--- config.mk ---
export PLATFORM = sky130hd
export DESIGN_NAME = muldiv_sequencer
export DESIGN_NICKNAME = d
export VERILOG_FILES = /design/src/rtl/muldiv_sequencer.sv
export SDC_FILE = /design/constraint.sdc
export NUM_CORES = 1
export LEC_CHECK = 0
export ABC_AREA = 1
export CELL_PAD_IN_SITES_DETAIL_PLACEMENT = 0
export CELL_PAD_IN_SITES_GLOBAL_PLACEMENT = 1
export CORE_AREA = 2 2 220 222
export DETAILED_ROUTE_END_ITERATION = 10
export DIE_AREA = 0 0 222 224
export GPL_TIMING_DRIVEN = 0
export PLACE_DENSITY_LB_ADDON = 0.1
export SYNTH_ARGS = -nofsm -noshare
export SYNTH_HDL_FRONTEND = slang
export SYNTH_SLANG_ARGS = --single-unit
export TNS_END_PERCENT = 30
--- constraint.sdc ---
create_clock -name clk -period 10.4 [get_ports clk]
set_clock_uncertainty 0.1 [all_clocks]
set_input_delay 3.12 -clock clk [delete_from_list [all_inputs] [get_ports clk]]
set_output_delay 3.12 -clock clk [all_outputs]
set_load 0.01 [all_outputs]
--- src/rtl/muldiv_sequencer.sv ---
// RV32M multiply/divide sequencer: radix-2 shift-add multiply / restoring divide on magnitudes, then sign fix-up.
// Latency XLEN+3 cycles from accepted start (2 for divide-by-zero); stalls the pipeline until the done cycle.
module muldiv_sequencer #(
  parameter int XLEN = 32
) (
  input  logic            clk,
  input  logic            reset,
  input  logic            start,
  input  logic            flush,
  input  logic [2:0]      funct3,
  input  logic [XLEN-1:0] op_a,
  input  logic [XLEN-1:0] op_b,
  output logic            busy,
  output logic            stall_req,
  output logic            done,
  output logic [XLEN-1:0] result
);

  localparam int CW = $clog2(XLEN);

  typedef enum logic [2:0] {IDLE, PREP, CALC, FIX, DONE} state_t;

  state_t            state, state_nxt;
  logic [CW-1:0]     cnt;
  logic [2:0]        f3;
  logic [XLEN-1:0]   a, b, m, hi, lo, res;
  logic              neg, neg_r;

  logic              is_div, signed_a, signed_b, sign_a, sign_b, b_zero;
  logic [XLEN-1:0]   mag_a, mag_b;
  logic [XLEN:0]     msum, rsh, rsub;
  logic              ge;
  logic [2*XLEN-1:0] prod, prod_f;
  logic [XLEN-1:0]   q_f, r_f, fix_val, dz_val;

  // Operand classification and magnitudes, taken from the latched instruction
  assign is_div   = f3[2];
  assign signed_a = (f3 == 3'b001) || (f3 == 3'b010) || (f3 == 3'b100) || (f3 == 3'b110);
  assign signed_b = (f3 == 3'b001) || (f3 == 3'b100) || (f3 == 3'b110);
  assign sign_a   = signed_a & a[XLEN-1];
  assign sign_b   = signed_b & b[XLEN-1];
  assign mag_a    = sign_a ? (~a + 1'b1) : a;
  assign mag_b    = sign_b ? (~b + 1'b1) : b;
  assign b_zero   = is_div && (b == '0);

  // Multiply step: lo holds the remaining multiplier bits, hi the running upper sum
  assign msum = {1'b0, hi} + (lo[0] ? {1'b0, m} : {(XLEN+1){1'b0}});

  // Divide step: hi is the partial remainder, lo shifts dividend bits out and quotient bits in
  assign rsh  = {hi, lo[XLEN-1]};
  assign rsub = rsh - {1'b0, m};
  assign ge   = (rsh >= {1'b0, m});

  assign prod    = {hi, lo};
  assign prod_f  = neg ? (~prod + 1'b1) : prod;
  assign q_f     = neg ? (~lo + 1'b1) : lo;
  assign r_f     = neg_r ? (~hi + 1'b1) : hi;
  assign dz_val  = f3[1] ? a : {XLEN{1'b1}};

  always_comb begin
    fix_val = '0;
    case (f3)
      3'b000:                 fix_val = prod_f[XLEN-1:0];
      3'b001, 3'b010, 3'b011: fix_val = prod_f[2*XLEN-1:XLEN];
      3'b100, 3'b101:         fix_val = q_f;
      default:                fix_val = r_f;
    endcase
  end

  always_ff @(posedge clk or posedge reset) begin
    if (reset) state <= IDLE;
    else       state <= state_nxt;
  end

  always_comb begin
    state_nxt = state;
    if (state == IDLE) begin
      if (start && !flush) state_nxt = PREP;
    end else if (flush) begin
      state_nxt = IDLE;
    end else begin
      case (state)
        PREP:    state_nxt = b_zero ? DONE : CALC;
        CALC:    state_nxt = (cnt == CW'(XLEN-1)) ? FIX : CALC;
        FIX:     state_nxt = DONE;
        default: state_nxt = IDLE;
      endcase
    end
  end

  always_ff @(posedge clk or posedge reset) begin
    if (reset) begin
      cnt <= '0; f3 <= '0; a <= '0; b <= '0; m <= '0;
      hi <= '0; lo <= '0; neg <= 1'b0; neg_r <= 1'b0; res <= '0;
    end else begin
      if (state == IDLE && start && !flush) begin
        f3 <= funct3;
        a  <= op_a;
        b  <= op_b;
      end
      if (state == PREP) begin
        neg   <= sign_a ^ sign_b;
        neg_r <= sign_a;
        hi    <= '0;
        lo    <= is_div ? mag_a : mag_b;
        m     <= is_div ? mag_b : mag_a;
        cnt   <= '0;
      end
      if (state == CALC) begin
        cnt <= cnt + 1'b1;
        if (is_div) begin
          hi <= ge ? rsub[XLEN-1:0] : rsh[XLEN-1:0];
          lo <= {lo[XLEN-2:0], ge};
        end else begin
          hi <= msum[XLEN:1];
          lo <= {msum[0], lo[XLEN-1:1]};
        end
      end
      // Result only changes on entry to DONE, so a flushed op leaves it untouched
      if (state_nxt == DONE)
        res <= (state == PREP) ? dz_val : fix_val;
    end
  end

  assign busy      = (state != IDLE);
  assign done      = (state == DONE);
  assign result    = res;
  assign stall_req = ~reset & ((start & (state == IDLE) & ~flush) |
                     (state == PREP) | (state == CALC) | (state == FIX));

endmodule

==> metrics, run 1 <==
Seq/Total Area, Yosys 25.6%; final worst path period need 9080 ps; Final Setup Violations 0; Worst setup SP type input port; clk slew on worst S/H paths 60 ps; pwr/cell area 339 nW/um2; WP data arrival 5860 ps; share of the synthesized area in the top cell type 25.6%; CP Capture Type output port; core region area 47,300 um2; largest cells by area after synthesis dfrtp_1 26%, nand2_1 20%, nand3_1 8.9%, inv_1 8.0%, nor2_1 8.0%; Post-CTS Hold Buffers 0; Required @ worst endpoint 7180 ps; Max Freq 0.110 GHz; port bufs 105; setup TNS 0 ps; worst-case clock buffer depth 3; antenna violations before repair 7; Die W 222 um; RePlAce Congestion 1.06; vias in the first global route 22.5k; initial detailed-routing violation count 3,279; via count 24.5k; IO Pins 106; number of synthesized flops with an enable pin 0; vias per cell 5.86; Overflow after GRT 0; most frequent cell after synthesis nand2_1; area leader, netlist dfrtp_1; Max Cap Viol 0; clock latency at the later pin of the worst-skew pair 590 ps; Worst Max-Slew Pin Slew 1260 ps; largest net degree at the start of global routing 109; area of the mapped netlist 20,100 um2; CP max FO 10; ys async rst share 100%; global-route wire length before repair 149 mm; root buffer selected by CTS clkbuf_16; cts repair resizes 0; pre-CTS setup slack 1330 ps; antenna viol nets, final 0; Leak 11.6 nW; fill cell count 5,066; hpwl dp 84.8 mm; Pre-antenna DRT Iters 6; area of the die 49,700 um2; clock sink count 205; Hold/Removal Path Class flop to flop; final instance area 22,800 um2; Yosys cell types 51; post-DR wirelength/cell 24.7 um; CTS buffer count 27; final worst slack 1320 ps; yosys warns 0; CTS tree built; fin nets 3,698; share of layout cells above drive strength 1 4.37%; Hold WS 395 ps; Initial Utilization 42.4%; Cell Rows 80; Crit Path Class input port to output port; Tot Pwr 0.00773 W; Synthesized Nets 3,563; Final Hold Fails 0; placed cell areas 21,900 um2; Top FF cell, synth dfrtp_1; drc violations 0; RSZ-0062 raised after global routing no; flop-to-flop setup slack 6300 ps; gr usage total 40.8%; Slew Limit Fails 0; final critical-path share of the clock period 87.3%; slew margin rel. 15.5%; syn avg cell area 5.87 um2; Die Span Y 224 um; post-synthesis register bit count 205; list of most frequent post-synthesis cells 1,054 x nand2_1, 428 x inv_1, 427 x nor2_1; Syn Inst Count 3,420; Peak VDD IR 195 uV; Post-CTS Setup Inserts 0; WL final 103 mm; H-tree Lvls 1; outcome finished, final reports clean; area delta synth->final 13.7%
## registers in the layout, indices dropped and copies added, names as in the netlist
name	cells
b	32
lo	32
neg	1
state	3
result	32
f3	3
hi	32
a	32
neg_r	1
cnt	5
m	32
## kinds of logic after synthesis
family | count (synthesis) | synth area share (%)
and+or+nand+nor | 1997 | 42.2
buffers and inverters | 570 | 10.9
AOI/OAI and AO/OA | 512 | 14.0
DFF | 205 | 25.6
adders and majority gates | 72 | 4.56
xor gates and xnor gates | 61 | 2.66
muxes | 3 | 0.162
## cell usage in the layout, fill, tap and decap left out, types with 11 or more instances in the layout
cell type        instances
nand2_1               1054
xnor2_1                 18
a31oi_1                 42
ha_1                    70
a21oi_1                253
a22oi_1                 12
clkbuf_16               27
inv_2                   16
nand4_1                 49
o21ai_0                132
nand3_1                358
inv_1                  427
buf_2                   13
clkdlybuf4s50_1        105
o21ai_1                 12
o211ai_1                27
nor3_1                  20
nor2_1                 427
nor2_2                  11
o21bai_1                11
nand3_2                 14
o22ai_1                 11
xor2_1                  43
dfrtp_1                205
clkbuf_1                96
nand3b_1                11
nand2_2                 21
## power by group
group | switching, W | internal, W
registers | 0.000497 | 0.00107
logic | 0.00375 | 0.00147
clock network | 0.000401 | 0.000541
total | 0.00465 | 0.00308
## path summary, 6_finish.rpt
kind / endpoint / startpoint / cells past startpoint
min in group asynchronous: state[0] / reset / 2
max in group asynchronous: m[5] / reset / 3
hold / removal: result[0] / result[0] / 2
hold reg to reg: result[0] / result[0] / 2
setup reg to reg: hi[15] / lo[0] / 19
setup / recovery: stall_req / flush / 7
## through the flow
step           std cells  utilization [%]
2_1_floorplan       3420                -
6_report            4191             48.2
3_3_place_gp        4140             46.2
3_5_place_dp        4141             46.3
5_1_grt             4188             48.2
4_1_cts             4188             48.2
## per-layer routing
layer	GRT usage [%]	wire, um
met1	53.0	40900
met2	62.2	43500
met3	10.9	12300
met4	21.2	6690
met5	0	71
## cell type report
type	instances	area (um2)	share of cell area, %
diodes	3	7.51	0.0329
plain buffers	123	508	2.23
clock buffers	34	752	3.30
clock inverters	13	126	0.554
inverters	447	1690	7.40
multi-input cells	2645	12800	55.9
flip-flops and latches	205	5130	22.5
well taps	615	769	3.37
repair buffers	106	1080	4.73
## worst max-delay path, stage by stage
cell             delay (ps)
clkdlybuf4s50_1         560
inv_1                   120
nand4_1                 420
clkbuf_1                550
clkbuf_1                460
a21oi_1                 120
clkdlybuf4s50_1         510
No activity file was read; power rests on OpenSTA's default activity.
==> run 2, diff against run 1 <==
--- a/config.mk
+++ b/config.mk
@@ -12,6 +12,7 @@
 export DETAILED_ROUTE_END_ITERATION = 10
 export DIE_AREA = 0 0 222 224
 export GPL_TIMING_DRIVEN = 0
+export HOLD_SLACK_MARGIN = 0.03
 export PLACE_DENSITY_LB_ADDON = 0.1
 export SYNTH_ARGS = -nofsm -noshare
 export SYNTH_HDL_FRONTEND = slang
==> results of run 2 <==
Same layout as run 1: the final DEF is identical, and so are final timing and power.
